`src/rtl/pulse_pkg.sv`:
```
// pulse_pkg: shared state encoding and mode constants for the pulse-train generator
package pulse_pkg;
    typedef enum logic [1:0] {
        IDLE = 2'd0,
        HIGH = 2'd1,
        LOW  = 2'd2
    } state_t;
    localparam logic MODE_ONESHOT = 1'b0;
    localparam logic MODE_CONT    = 1'b1;
endpackage

```
`src/rtl/pulse_channel.sv`:
```
// pulse_channel: one independent pulse-train FSM with shadowed settings and registered outputs
module pulse_channel
    import pulse_pkg::*;
#(
    parameter int CNT_W = 8
) (
    input  logic             clock,
    input  logic             reset,
    input  logic             start,
    input  logic             stop,
    input  logic             mode,
    input  logic [CNT_W-1:0] high_len,
    input  logic [CNT_W-1:0] low_len,
    input  logic [CNT_W-1:0] count,
    output logic             signal,
    output logic             busy,
    output logic             done
);
    state_t           st;
    logic [CNT_W-1:0] ph, pc, hl, ll;
    logic             md;

    // A programmed width of 0 still yields one cycle in that phase
    function automatic logic [CNT_W-1:0] at_least_one(input logic [CNT_W-1:0] v);
        return (v == '0) ? CNT_W'(1) : v;
    endfunction

    always_ff @(posedge clock or posedge reset) begin
        if (reset) begin
            st     <= IDLE;
            ph     <= '0;
            pc     <= '0;
            hl     <= '0;
            ll     <= '0;
            md     <= MODE_ONESHOT;
            signal <= 1'b0;
            busy   <= 1'b0;
            done   <= 1'b0;
        end else begin
            done <= 1'b0;
            if (stop) begin
                st     <= IDLE;
                signal <= 1'b0;
                busy   <= 1'b0;
            end else begin
                case (st)
                    IDLE: if (start) begin
                        hl <= high_len;
                        ll <= low_len;
                        md <= mode;
                        pc <= count;
                        if (mode == MODE_ONESHOT && count == '0) begin
                            done <= 1'b1;
                        end else begin
                            st     <= HIGH;
                            signal <= 1'b1;
                            busy   <= 1'b1;
                            ph     <= at_least_one(high_len);
                        end
                    end
                    HIGH: if (ph == CNT_W'(1)) begin
                        signal <= 1'b0;
                        if (md == MODE_ONESHOT && pc == CNT_W'(1)) begin
                            st   <= IDLE;
                            busy <= 1'b0;
                            done <= 1'b1;
                        end else begin
                            st <= LOW;
                            ph <= at_least_one(ll);
                            pc <= (md == MODE_ONESHOT) ? pc - 1'b1 : pc;
                        end
                    end else begin
                        ph <= ph - 1'b1;
                    end
                    LOW: if (ph == CNT_W'(1)) begin
                        st     <= HIGH;
                        signal <= 1'b1;
                        ph     <= at_least_one(hl);
                    end else begin
                        ph <= ph - 1'b1;
                    end
                    default: st <= IDLE;
                endcase
            end
        end
    end
endmodule

```
`src/rtl/pulse_train_gen.sv`:
```
// pulse_train_gen: multi-channel programmable pulse-train generator
module pulse_train_gen #(
    parameter int CHANNELS = 2,
    parameter int CNT_W    = 8
) (
    input  logic                      clock,
    input  logic                      reset,
    input  logic [CHANNELS-1:0]       start,
    input  logic [CHANNELS-1:0]       stop,
    input  logic [CHANNELS-1:0]       mode,
    input  logic [CHANNELS*CNT_W-1:0] high_len,
    input  logic [CHANNELS*CNT_W-1:0] low_len,
    input  logic [CHANNELS*CNT_W-1:0] count,
    output logic [CHANNELS-1:0]       signal,
    output logic [CHANNELS-1:0]       busy,
    output logic [CHANNELS-1:0]       done
);
    genvar i;
    for (i = 0; i < CHANNELS; i++) begin : g_ch
        pulse_channel #(.CNT_W(CNT_W)) u_ch (
            .clock    (clock),
            .reset    (reset),
            .start    (start[i]),
            .stop     (stop[i]),
            .mode     (mode[i]),
            .high_len (high_len[i*CNT_W +: CNT_W]),
            .low_len  (low_len[i*CNT_W +: CNT_W]),
            .count    (count[i*CNT_W +: CNT_W]),
            .signal   (signal[i]),
            .busy     (busy[i]),
            .done     (done[i])
        );
    end
endmodule

```
`config.mk`:
```
export PLATFORM = sky130hd
export DESIGN_NAME = pulse_train_gen
export DESIGN_NICKNAME = d
export VERILOG_FILES = /design/src/rtl/pulse_pkg.sv /design/src/rtl/pulse_channel.sv /design/src/rtl/pulse_train_gen.sv
export SDC_FILE = /design/constraint.sdc
export NUM_CORES = 1
export LEC_CHECK = 0
export ABC_CLOCK_PERIOD_IN_PS = 2300
export CORE_UTILIZATION = 45
export DETAILED_ROUTE_END_ITERATION = 10
export PLACE_DENSITY = 0.7
export SLEW_MARGIN = 20
export SYNTH_ARGS = -nofsm -noshare
export SYNTH_HDL_FRONTEND = slang
export SYNTH_SLANG_ARGS = --single-unit
```
`constraint.sdc`:
```
create_clock -name clock -period 2.3 [get_ports clock]
set_input_delay 0.23 -clock clock [delete_from_list [all_inputs] [get_ports clock]]
set_output_delay 0.23 -clock clock [all_outputs]
set_load 0.02 [all_outputs]
```
### Word level (Yosys, flattened, before mapping)

Cells that the tools add are included.

| storage, ports and cells | value |
|---|---|
| flip-flop bits (word level) | 76 |
| latch bits | 0 |
| bits in writable memories | 0 |
| ROM bits | 0 |
| input port bits | 56 |
| output and inout port bits | 6 |
| word-level logic and storage cells | 166 |
| memories kept | 0 |

| cells by class | value |
|---|---|
| add/sub/neg operators | 4 |
| $mul | 0 |
| div/mod/pow operators | 0 |
| order comparisons | 0 |
| equality and inequality tests | 30 |
| shift operators | 0 |
| mux-type cells | 74 |
| bitwise gates (word level) | 6 |
| reductions and logical operators | 34 |

Operators by type and width:

| operator | count |
|---|---|
| 8-bit 2-to-1 mux | 24 |
| 8-bit logical NOT | 8 |
| 8-bit one-hot mux with 3 select lines | 2 |
| 8-bit by 1-bit == test with 1-bit output, second input constant | 4 |
| 8-bit one-hot mux with 2 select lines | 2 |
| 8-bit by 1-bit subtractor with 8-bit output, second input constant | 4 |
| 5-bit AND reduction | 6 |
| 1-bit 2-to-1 mux | 26 |
| 2-bit 2-to-1 mux | 12 |
| 3-bit by 2-bit inequality test with 1-bit output, second input constant | 6 |
| 3-bit inequality test, second input constant | 6 |
| 2-bit inequality test, second input constant | 8 |
| 2-bit one-hot mux with 3 select lines | 2 |
| 6-bit AND reduction | 2 |
| 3-bit nonzero test | 4 |
| 1-bit one-hot mux with 2 select lines | 4 |
| 4-bit AND reduction | 2 |
| 4-bit nonzero test | 2 |
| 1-bit inverter | 6 |
| 1-bit one-hot mux with 3 select lines | 2 |
| 3-bit AND reduction | 2 |
| 2-bit by 1-bit == test with 1-bit output, second input constant | 2 |
| 2-bit == test, second input constant | 2 |
| 1-bit logical AND | 4 |
| 3 further kinds | 6 |

### Depth between registers and ports, before layout

| logic depth | value |
|---|---|
| depth in word-level cells | 6 |
| mapped depth | 9 |

### Modules after synthesis

A second synthesis with hierarchy kept.

| second synthesis, totals | value |
|---|---|
| cell total of the unflattened synthesis | 504 |
| area total of the unflattened synthesis | 4,715.8 um^2 |

By module, submodules not included:

| module | times used | cells an instance | area an instance (um^2) | seq. area each (um^2) |
|---|---|---|---|---|
| pulse_channel (g_ch[1].u_ch) | 1 | 248 | 2,361.0 | 950.9 |
| pulse_channel (g_ch[0].u_ch) | 1 | 256 | 2,354.8 | 950.9 |

### Least setup slack after synthesis

OpenSTA, ideal clock, no wires.

| path | value |
|---|---|
| path type | register -> register |
| start | register g_ch[1].u_ch.ph[1] |
| end | register g_ch[1].u_ch.ph[0] |
| library setup time | 121 ps |
| arrival | 2,032 ps |
| path slack | 147 ps |
| cell stages (with the launch flop) | 10 |
| cell sequence | dfrtp_1 inv_1 ha_1 or4b_1 buf_2 or2_1 buf_6 o311ai_2 o21ai_1 a22o_1 |

| on the way | value |
|---|---|
| cells in the longest elaborated chain, start to end | 3 |

RTL lines:

| what | RTL line | RTL |
|---|---|---|
| start, declared | pulse_channel.sv:20 | `logic [CNT_W-1:0] ph, pc, hl, ll;` |
| start signal, assigned | pulse_channel.sv:58 | `ph <= at_least_one(high_len);` |
| start signal, assigned | pulse_channel.sv:69 | `ph <= at_least_one(ll);` |
| start signal, assigned | pulse_channel.sv:73 | `ph <= ph - 1'b1;` |
| 8-bit by 1-bit == test with 1-bit output * | pulse_channel.sv:61, pulse_channel.sv:75 |  |
| 3-bit inequality test (no line), or another cell as far along | - |  |
| 5-bit AND reduction (no line) / 8-bit one-hot mux with 3 select lines (equally long branches) | - |  |

Mark *: on every way between the ends. The rest lies on a longest branch, timed or not.
A chain may end at the register's enable or synchronous reset.

### Worst setup path in the final report

| path | value |
|---|---|
| start | register g_ch[0].u_ch.ph[1] |
| end | register g_ch[0].u_ch.ph[1] |

| on the way | value |
|---|---|
| cells in the longest elaborated chain, start to end | 3 |

RTL lines:

| what | RTL line | RTL |
|---|---|---|
| start, declared | pulse_channel.sv:20 |  |
| start signal, assigned | pulse_channel.sv:58 |  |
| start signal, assigned | pulse_channel.sv:69 |  |
| start signal, assigned | pulse_channel.sv:73 |  |
| 8-bit by 1-bit subtractor with 8-bit output / 8-bit by 1-bit == test with 1-bit output (equally long branches) | - |  |
| 8-bit 2-to-1 mux, or another cell as far along | pulse_channel.sv:75 | `LOW: if (ph == CNT_W'(1)) begin` |
| 8-bit one-hot mux with 3 select lines / 5-bit AND reduction (equally long branches) | - |  |

Several ways; a longest one is shown, not always the timed one.

==> flow_metrics.py <==
metrics = {
    "critical_path": {
        "critical_path.cell_chain": "inv_2, ha_2, or4b_4, buf_4, or2_2, o211ai_1, and3_1, o22ai_1",
        "critPathRequiredTime_ns": 2.51,
        "cp-end-kind": "register",
        "crit_path_max_incr_delay_ns": 0.53,
        "critPathCapture": "g_ch[0].u_ch.ph[1]",
        "setup.worst_path.class": "reg2reg",
        "reg2reg_setup_slack_ns": 0.05,
        "critPathLaunch": "g_ch[0].u_ch.ph[1]",
        "r2r-start": "g_ch[0].u_ch.ph[1]",
        "critPathLaunchType": "register",
        "cp.arrival_ns": 2.46,
        "r2r_cells": 8,
        "r2r_end": "g_ch[0].u_ch.ph[1]",
        "crit_fanout": 8,
        "critPathSlowestCell": "or4b_4",
    },
    "synthesis": {
        "synthDominantCellAreaShare_pct": 40.48,
        "synth-main-ff-cell": "dfrtp_1",
        "seq_area_frac_synth_pct": 40.48,
        "synth_cell_types": 67,
        "syn_inst": 495,
        "synthArstFlopShare_pct": 100.0,
        "ys.warnings.count": 0,
        "syn_area_per_cell_um2": 9.491,
        "synthTopCellsByArea": "dfrtp_1 (40%), mux2_2 (8.1%), ha_1 (4.3%), nor2_1 (3.1%), o21ai_0 (2.7%)",
        "synth_nets": 567,
        "yosys.area.top_type": "dfrtp_1",
        "mappedNetlistArea_um2": 4698,
        "ys_seq_elements": 76,
        "synth_edf_count": 0,
    },
    "worst_hold_path": {
        "hp-class": "in2async",
    },
    "global_routing": {
        "antenna_found_initial": 0,
        "grt_pass1_wl_um": 20180,
        "grtUsageTotal_pct": 22.92,
        "grt_pass1_vias": 4134,
        "grt_max_degree": 37,
        "overflow": 0,
    },
    "layout": {
        "fin_cells": 703,
        "final_cell_mix": "dfrtp_1 (76), clkdlybuf4s50_1 (61), nor2_1 (39)",
        "syn_to_final_growth_pct": 23.57,
        "num_antenna_cells": 0,
        "final_nets": 637,
        "stdcell_area_um2": 5806,
        "final_common_cell": "dfrtp_1",
        "fill_cells": 879,
        "drive_gt1_share_pct": 17.89,
    },
    "clocking": {
        "clock_path_buffers": 2,
        "ctsHoldBuffers": 0,
        "cts_setup_buffers": 0,
        "ctsResizeCount": 0,
        "cts_tree": "done",
        "cts.sinks": 76,
        "cts_buffers": 9,
        "htree_levels": 3,
        "clk_pin_slew_ns": 0.09,
        "worst_skew_pair.late_latency_ns": 0.35,
        "cts_root_buffer": "clkbuf_8",
    },
    "power_and_ir_drop": {
        "vdd_drop_max_mv": 0.5017,
        "power_density_nw_per_um2": 1203,
        "leakage_nw": 2.231,
    },
    "place": {
        "gp_congestion": 0.9196,
        "port_buffers": 61,
        "hpwl_um": 8843,
        "placed_area_um2": 5562,
        "dp.cells": 687,
    },
    "outcome": {
        "status": "finished clean",
    },
    "routing": {
        "vias": 4300,
        "drc_errors": 0,
        "dr.first_iter.drc_count": 282,
        "vias_per_cell": 6.117,
        "ant_nets": 0,
        "wl_per_cell_um": 17.14,
        "drt_wl_total_um": 12050,
        "dr.pass1.iters": 5,
    },
    "timing": {
        "slew-limit-headroom_pct": 59.58,
        "layout_min_cycle_time_ns": 2.254,
        "tightest_slew_ns": 0.6054,
        "fmax_mhz": 443.7,
        "drv_slew": 0,
        "finalSetupTns_ns": 0,
        "skew_ns": 0.01554,
        "rsz0062_at_grt": "yes",
        "finalHoldViolCount": 0,
        "fin_crit_sh_pct": 98.00,
        "setup_viol": 0,
        "whs_ns": 0.2672,
    },
    "die": {
        "coreArea_um2": 9955,
        "io_pins": 62,
        "dieArea_um2": 10850,
        "die_x_um": 104.2,
        "start_util_pct": 47.20,
        "die_h_um": 104.2,
        "rows": 36,
    },
    "flow_run": {
        "drv_cap": 0,
    },
}
-- state kept, by name (all words and copies together), names as in the netlist --
register	flops
g_ch.u_ch.ph	16
g_ch.u_ch.pc	16
g_ch.u_ch.done	2
g_ch.u_ch.signal	2
g_ch.u_ch.hl	16
g_ch.u_ch.st	4
g_ch.u_ch.busy	2
g_ch.u_ch.md	2
g_ch.u_ch.ll	16
-- cell families after synthesis --
family / Yosys count / share of synthesized area (%)
xor gates and xnor gates: 3 / 0.5594
AOI/OAI and AO/OA: 143 / 21.46
DFF: 76 / 40.48
and+or+nand+nor: 168 / 19.87
buffers and inverters: 55 / 5.219
muxes: 34 / 8.149
adders and majority gates: 16 / 4.261
-- layer usage --
| metal | wire length (um) | share of wire, % | GRT usage [%] | up-vias |
|---|---|---|---|---|
| met2 | 5500 | 46 | 36.14 | 162 |
| met3 | 762 | 6.3 | 3.697 | 18 |
| met4 | 177 | 1.5 | 6.429 | 0 |
| met1 | 5609 | 47 | 32.54 | 2088 |
| met5 | 0 | 0 | 0 | - |
| li1 | - | - | - | 2032 |
-- synthesized netlist by cell type, types with 10 or more instances --
cell,number
dfrtp_1,76
nor4_1,13
nand3_1,10
inv_1,20
o21ai_0,25
o22ai_1,15
nand2_1,26
a21oi_1,20
o31ai_1,13
nor2_1,39
a31oi_1,13
mux2_2,34
ha_1,16
clkbuf_1,25
nor3_1,17
-- report_power, final --
| group | internal (mW) | switching [mW] | total, mW |
|---|---|---|---|
| clock | 0.612 | 0.518 | 1.13 |
| sequential | 1.97 | 0.675 | 2.65 |
| combinational | 1.53 | 1.68 | 3.21 |
-- area by class of cell --
| class | count | area (um2) | share of cell area (%) |
|---|---|---|---|
| timing repair buffer | 93 | 867.1 | 14.94 |
| sequential | 76 | 1902 | 32.76 |
| clock buffer | 10 | 127.6 | 2.198 |
| inverter | 21 | 78.83 | 1.358 |
| multi-input combinational | 364 | 2575 | 44.35 |
| clock inverter | 6 | 88.84 | 1.530 |
| tap | 133 | 166.4 | 2.866 |
-- worst max-delay path, delay by kind of cell (launching register included) --
family	cells	cell delay (ns)
AOI/OAI and AO/OA	2	0.23
buffers and inverters	2	0.27
DFF	1	0.41
adders and majority gates	1	0.19
and+or+nand+nor	3	1.01
-- worst min path at each step --
stage	startpoint	end
2_1_floorplan	stop[1]	g_ch[1].u_ch.st[0]
3_3_place_gp	g_ch[0].u_ch.hl[0]	g_ch[0].u_ch.hl[0]
3_5_place_dp	g_ch[0].u_ch.ll[6]	g_ch[0].u_ch.ll[6]
4_1_cts	reset	g_ch[0].u_ch.pc[3]
5_1_grt	reset	g_ch[0].u_ch.pc[3]
6_report	reset	g_ch[0].u_ch.pc[3]
-- stage by stage --
step | util (%) | power, mW | worst slack [ns]
floorplan | - | 4.724 | 0.1317
global placement | 55.87 | 5.669 | 0.02404
detailed placement | 55.87 | 5.790 | 0.006123
CTS | 58.04 | 6.934 | 0.006162
global route | 58.32 | 7.479 | -0.03284
finish | 58.32 | 6.985 | 0.04607
Power figures use the tool's default switching activity.
